--- src/rtl/output_quantize_feed_pkg.sv ---
// Shared definitions for the output pipeline: FSM states, store word size
// and the byte clamp limits.
package output_quantize_feed_pkg;

    typedef enum logic [2:0] {
        ST_IDLE,
        ST_RUN,
        ST_DRAIN,
        ST_PAD,
        ST_GAP
    } feed_state_t;

    // Bytes per 128-bit store word; frames are padded to a multiple of this.
    localparam int GROUP_BYTES = 16;

    localparam logic [7:0] BYTE_MIN = 8'h00;
    localparam logic [7:0] BYTE_MAX = 8'hFF;

endpackage

--- src/rtl/output_quantize_feed_requant.sv ---
// requant_pipe: multiply / round / shift / clamp datapath with a valid
// sideband. Fixed latency: a value captured at edge E0 is on out_byte
// after edge E3. A pad request loads a 0x00 byte straight into the
// output register.
module requant_pipe
    import output_quantize_feed_pkg::*;
#(
    parameter int ACC_W   = 32,
    parameter int SCALE_W = 16
) (
    input  logic                    clock,
    input  logic                    reset,
    input  logic                    in_vld,
    input  logic signed [ACC_W-1:0] in_data,
    input  logic [SCALE_W-1:0]      scale,
    input  logic [4:0]              shift,
    input  logic                    pad,
    output logic                    busy,
    output logic                    out_load,
    output logic                    out_vld,
    output logic [7:0]              out_byte
);

    localparam int PW = ACC_W + SCALE_W + 1;

    // [0]=S1, [1]=S2, [2]=S3
    logic [2:0]              vld_pipe;
    logic signed [ACC_W-1:0] s1_acc;
    logic signed [PW-1:0]    s2_prod;
    logic signed [PW-1:0]    s3_val;

    logic signed [PW-1:0]    acc_ext;
    logic signed [PW-1:0]    scl_ext;
    logic signed [PW-1:0]    rnd;
    logic [7:0]              clamped;

    assign acc_ext  = {{(PW-ACC_W){s1_acc[ACC_W-1]}}, s1_acc};
    assign scl_ext  = {{(PW-SCALE_W){1'b0}}, scale};
    assign busy     = |vld_pipe;
    assign out_load = vld_pipe[2] | pad;

    // Round-half-up constant; zero when no shift is requested.
    always_comb begin
        rnd = '0;
        if (shift != 5'd0)
            rnd = PW'(1) << (shift - 5'd1);
    end

    // Saturate the shifted value into an unsigned byte.
    always_comb begin
        clamped = s3_val[7:0];
        if (s3_val[PW-1])
            clamped = BYTE_MIN;
        else if (|s3_val[PW-2:8])
            clamped = BYTE_MAX;
    end

    // Pipeline registers: capture, multiply, round/shift, clamp.
    always_ff @(posedge clock or posedge reset) begin
        if (reset) begin
            vld_pipe <= '0;
            s1_acc   <= '0;
            s2_prod  <= '0;
            s3_val   <= '0;
            out_vld  <= 1'b0;
            out_byte <= 8'h00;
        end else begin
            vld_pipe <= {vld_pipe[1:0], in_vld};
            s1_acc   <= in_data;
            s2_prod  <= acc_ext * scl_ext;
            s3_val   <= (s2_prod + rnd) >>> shift;
            out_vld  <= out_load;
            out_byte <= vld_pipe[2] ? clamped : 8'h00;
        end
    end

endmodule

--- src/rtl/output_quantize_feed.sv ---
// Output quantize feed: requantizes a signed accumulator stream into the
// store's start/result byte interface, fills bubbles with gap bytes, pads
// each frame to a whole store word and inserts a one-cycle start gap.
module output_quantize_feed
    import output_quantize_feed_pkg::*;
#(
    parameter int ACC_W       = 32,
    parameter int SCALE_W     = 16,
    parameter int GROUP_BYTES = output_quantize_feed_pkg::GROUP_BYTES
) (
    input  logic               clock,
    input  logic               reset,
    input  logic [ACC_W-1:0]   AccIn,
    input  logic               AccValid,
    input  logic               AccLast,
    output logic               AccReady,
    input  logic [SCALE_W-1:0] Scale,
    input  logic [4:0]         Shift,
    output logic               StartOut,
    output logic [7:0]         ResultOut,
    output logic               FrameDone,
    output logic               GapError,
    output logic [15:0]        ByteCount
);

    localparam logic [15:0] GB_MASK = 16'(GROUP_BYTES - 1);

    feed_state_t        state;
    logic [SCALE_W-1:0] scale_q;
    logic [4:0]         shift_q;

    logic               xfer;
    logic               frame_start;
    logic               bubble;
    logic               pipe_vld;
    logic [ACC_W-1:0]   pipe_data;
    logic               busy;
    logic               out_load;
    logic               tail;
    logic               aligned;
    logic               emit_pad;

    assign xfer        = AccValid & AccReady;
    assign frame_start = xfer && (state == ST_IDLE);
    // A missing value inside a frame still occupies a byte slot (as zero).
    assign bubble      = (state == ST_RUN) && !AccValid;
    assign pipe_vld    = xfer | bubble;
    assign pipe_data   = AccValid ? AccIn : '0;
    // Tail phase: all real bytes are out (or already padding).
    assign tail        = ((state == ST_DRAIN) && !busy) || (state == ST_PAD);
    assign aligned     = (ByteCount & GB_MASK) == 16'd0;
    assign emit_pad    = tail && !aligned;

    requant_pipe #(
        .ACC_W   (ACC_W),
        .SCALE_W (SCALE_W)
    ) u_pipe (
        .clock    (clock),
        .reset    (reset),
        .in_vld   (pipe_vld),
        .in_data  (pipe_data),
        .scale    (scale_q),
        .shift    (shift_q),
        .pad      (emit_pad),
        .busy     (busy),
        .out_load (out_load),
        .out_vld  (StartOut),
        .out_byte (ResultOut)
    );

    // Frame FSM with registered handshake, done pulse and sticky gap flag.
    always_ff @(posedge clock or posedge reset) begin
        if (reset) begin
            state     <= ST_IDLE;
            AccReady  <= 1'b1;
            FrameDone <= 1'b0;
            GapError  <= 1'b0;
            scale_q   <= '0;
            shift_q   <= '0;
        end else begin
            FrameDone <= 1'b0;
            case (state)
                ST_IDLE: begin
                    if (AccValid) begin
                        scale_q  <= Scale;
                        shift_q  <= Shift;
                        GapError <= 1'b0;
                        if (AccLast) begin
                            state    <= ST_DRAIN;
                            AccReady <= 1'b0;
                        end else begin
                            state    <= ST_RUN;
                        end
                    end
                end
                ST_RUN: begin
                    if (!AccValid) begin
                        GapError <= 1'b1;
                    end else if (AccLast) begin
                        state    <= ST_DRAIN;
                        AccReady <= 1'b0;
                    end
                end
                ST_DRAIN, ST_PAD: begin
                    if (tail && aligned) begin
                        state     <= ST_GAP;
                        FrameDone <= 1'b1;
                    end else if (tail) begin
                        state     <= ST_PAD;
                    end
                end
                ST_GAP: begin
                    state    <= ST_IDLE;
                    AccReady <= 1'b1;
                end
                default: begin
                    state    <= ST_IDLE;
                    AccReady <= 1'b1;
                end
            endcase
        end
    end

    // Byte counter: value includes the byte currently on ResultOut.
    always_ff @(posedge clock or posedge reset) begin
        if (reset)
            ByteCount <= 16'd0;
        else if (frame_start)
            ByteCount <= 16'd0;
        else if (out_load)
            ByteCount <= ByteCount + 16'd1;
    end

endmodule

--- config.mk ---
export PLATFORM = sky130hd
export DESIGN_NAME = output_quantize_feed
export DESIGN_NICKNAME = d
export VERILOG_FILES = /design/src/rtl/output_quantize_feed_pkg.sv /design/src/rtl/output_quantize_feed_requant.sv /design/src/rtl/output_quantize_feed.sv
export SDC_FILE = /design/constraint.sdc
export NUM_CORES = 2
export LEC_CHECK = 0
export CORE_UTILIZATION = 60
export DETAILED_ROUTE_END_ITERATION = 8
export PLACE_DENSITY_LB_ADDON = 0.15
export SLEW_MARGIN = 25
export SYNTH_ARGS = -nofsm -noshare
export SYNTH_HDL_FRONTEND = slang
export SYNTH_SLANG_ARGS = --single-unit
--- constraint.sdc ---
create_clock -name clock -period 17.5 [get_ports clock]
set_clock_uncertainty 0.05 [all_clocks]
set_input_delay 5.25 -clock clock [delete_from_list [all_inputs] [get_ports clock]]
set_output_delay 5.25 -clock clock [all_outputs]
set_load 0.02 [all_outputs]
==> metrics.log <==
INFO  metric cts.reportedPaths.clkPinSlew = around 0.08 ns
INFO  metric synth.area.top_cells = sky130_fd_sc_hd__fa_1 33%, sky130_fd_sc_hd__dfrtp_1 15%, sky130_fd_sc_hd__inv_1 7.7%
INFO  metric hpwl = approximately 59000 µm
INFO  metric cts_repair_resize_count = 0
INFO  metric timing.final.crit_share = a little under half
INFO  metric core_region = around 50000 µm²
INFO  metric tritoncts_clock_tree = built
INFO  metric slew-limit-headroom = approximately 34%
INFO  metric layout_common_cells = 607 x sky130_fd_sc_hd__inv_1, 490 x sky130_fd_sc_hd__fa_1, 432 x sky130_fd_sc_hd__nand2_1
INFO  metric post_drt_via_cell_ratio = about 5.9
INFO  metric drc = 0
INFO  metric synth.yosys.seq_area_share = between 15 and 20%
INFO  metric number_of_cell_instances_on_the_worst_register_to_register_path = 22
INFO  metric clkLatencyLatePin = about 0.51 ns
INFO  metric antennaDiodeCount = 0
INFO  metric cts_post_setup_buffers_inserted = 0
INFO  metric grt_use_total = between 30 and 40%
INFO  metric hold_path.startpoint = u_pipe.vld_pipe[1]
INFO  metric final_hold_viol_count = 0
INFO  metric worst-path-max-fanout = 38
INFO  metric drv_slew = 0
INFO  metric htree_num_levels = 4
INFO  metric ys_async_sr_fraction = between 90% and 100%
INFO  metric synth_area_per_cell = ~8.9 µm²
INFO  metric criticalPathCategory = in -> reg
INFO  metric cts-hold-fix-buffers = 0
INFO  metric hold_path_depth = 0
INFO  metric syn_nets = 4046
INFO  metric layout.nets = 4009
INFO  metric cts_root_buffer = sky130_fd_sc_hd__clkbuf_16
INFO  metric areaGrowthSynthToFinish = 6.30%
INFO  metric grt_setup_unrepaired = false
INFO  metric final.min_clock_period = 8.26 ns
INFO  metric start_kind = primary input
INFO  metric yosys.cell_types.count = 87
INFO  metric totalNegativeSetupSlack = 0 ns
INFO  metric num_rows = a little over 80
INFO  metric maximum_number_of_pins_on_one_net_before_global_route_repair = 122
INFO  metric worst_slew_pin_slew = 0.987 ns
INFO  metric commonest_non_fill_non_tap_cell_in_the_layout = sky130_fd_sc_hd__inv_1
INFO  metric port-buffer-count = 84
INFO  metric place.gp.congestion = 0.931
INFO  metric detailedRoute.firstIterationViolations = around 1600
INFO  metric fmax = 121 MHz
INFO  metric post_synth_inst_count = about 3300
INFO  metric chipWidth = 225 µm
INFO  metric postLayoutSetupSlackWorst = approximately 9.2 ns
INFO  metric first_pass_grt_wire_length = roughly 130000 µm
INFO  metric timing.reg2reg.setup_slack = roughly 9.8 ns
INFO  metric critPathRequiredTime = 17.82 ns
INFO  metric dr_total_vias = 23500
INFO  metric ant_nets = 0
INFO  metric cts.path.max_buffers = 2
INFO  metric synth.largest_area_cell = sky130_fd_sc_hd__fa_1
INFO  metric synth_area = ~30000 µm²
INFO  metric hold_path_endpoint = u_pipe.vld_pipe[2]
INFO  metric synth_edf_count = 0
INFO  metric run_status = complete, no violations
INFO  metric pre_cts_ws = around 8.7 ns
INFO  metric io_pins = 85
INFO  metric synthFlopType = sky130_fd_sc_hd__dfrtp_1
INFO  metric synth.yosys.warnings = 0
INFO  metric timing.rr.start = u_pipe.s1_acc[14]
INFO  metric worstSetupEndpointType = flop
INFO  metric number_of_antenna_violations_at_the_first_check_in_global_routing = 0
INFO  metric number_of_clock_buffers_inserted_by_tritoncts = 17
INFO  metric worstReg2RegEnd = u_pipe.s2_prod[43]
INFO  metric hold_class = reg -> reg
INFO  metric overflow = 0
INFO  metric wire_per_inst = 19.3 µm
INFO  metric firstDrtPassIters = 6
INFO  metric floorplan.die.height = about 220 µm
INFO  metric cp_data_arrival_time = between 8 and 9 ns
INFO  metric finalSetupViolCount = 0
INFO  metric via_count_of_the_first_global_routing_pass = roughly 25000
INFO  metric layout-drive-gt1-share = 4.33%
INFO  metric synth-seq-cells = roughly 190
INFO  metric clkSinkCount = around 190
INFO  metric starting_density = 60.7%
INFO  metric finalWirelength = roughly 77000 µm
INFO  metric floorplan.die_area = just over 50000 µm²
INFO  metric netlist.area_leader.share = 33.0%
INFO  metric max_cap_violations = 0
worst max-delay path, cell delays in order:
cell and delay, ns:
sky130_fd_sc_hd__buf_2 0.58, sky130_fd_sc_hd__nand2_1 0.23, sky130_fd_sc_hd__nor2_4 0.12, sky130_fd_sc_hd__buf_4 0.45
sky130_fd_sc_hd__and2_1 0.61, sky130_fd_sc_hd__nor2_1 0.10, sky130_fd_sc_hd__nor4bb_1 0.52, sky130_fd_sc_hd__nand2_1 0.10
sky130_fd_sc_hd__nor3_1 0.25, sky130_fd_sc_hd__nand3_1 0.13, sky130_fd_sc_hd__xor2_1 0.15, sky130_fd_sc_hd__nor2_1 0.06
metrics by stage:
| stage | instances | util, % | hold WS (ns) | cell area [µm²] |
|---|---|---|---|---|
| after floorplan | 3346 | - | 0.305 | 29700 |
| after global placement | 3954 | 63.3 | 0.309 | 31000 |
| after detailed placement | 3954 | 63.3 | 0.320 | 31000 |
| after CTS | 3986 | 64.6 | 0.338 | 31600 |
| after global routing | 3986 | 64.6 | 0.344 | 31600 |
| final | 3986 | 64.6 | 0.335 | 31600 |
kinds of logic after synthesis:
family | synth area share [%]
buffers and inverters | 9.89
xor gates and xnor gates | 3.00
muxes | 4.43
adders and majority gates | 39.4
DFF | 15.6
and+or+nand+nor | 16.8
AOI/OAI and AO/OA | 10.9
layout make-up:
cell class / count / area, µm²
multi-input cells: 2383 / 22200
fillers: 4093 / 17300
flip-flops and latches: 185 / 4630
inverters: 610 / 2300
repair buffers: 112 / 1050
well taps: 664 / 831
clock buffers: 17 / 425
clock inverters: 15 / 206
Yosys cell counts (28+ instances only):
library cell,n
sky130_fd_sc_hd__inv_1,608
sky130_fd_sc_hd__o21ai_0,109
sky130_fd_sc_hd__and2_1,270
sky130_fd_sc_hd__nand2_1,432
sky130_fd_sc_hd__mux2i_1,62
sky130_fd_sc_hd__a21oi_1,146
sky130_fd_sc_hd__clkbuf_1,145
sky130_fd_sc_hd__xor2_1,36
sky130_fd_sc_hd__nor2_1,133
sky130_fd_sc_hd__nand3_1,28
sky130_fd_sc_hd__dfrtp_1,184
sky130_fd_sc_hd__mux2_2,33
sky130_fd_sc_hd__xnor2_1,66
sky130_fd_sc_hd__ha_1,153
sky130_fd_sc_hd__a21o_1,44
sky130_fd_sc_hd__fa_1,490
sky130_fd_sc_hd__nor3_1,36
sequential cells by signal, summed over array words and instances (netlist names), 5 cells and up:
name / flops
u_pipe.s1_acc: 32
ByteCount: 16
u_pipe.out_byte: 8
shift_q: 5
u_pipe.s2_prod: 49
scale_q: 16
u_pipe.s3_val: 49
worst max path at each step:
stage              from             to  slack [ns]
2_1_floorplan     reset   ByteCount[0]        7.17
3_3_place_gp   AccValid  ByteCount[15]        8.77
3_5_place_dp   AccValid  ByteCount[15]        8.66
4_1_cts        AccValid  ByteCount[15]        9.21
5_1_grt        AccValid  ByteCount[15]        8.90
6_report       AccValid  ByteCount[15]        9.24
routing by layer:
metal,track usage (%),vias to the layer above,wire (µm)
met1,42.7,11800,31500
met2,54.5,981,37400
li1,-,10500,-
met3,5.25,203,5450
met4,12.0,0,2530
met5,0,-,0
Power is left out: the tool's default activity adds up to more than one toggle a clock period on the data nets, which glitch-free logic cannot reach.
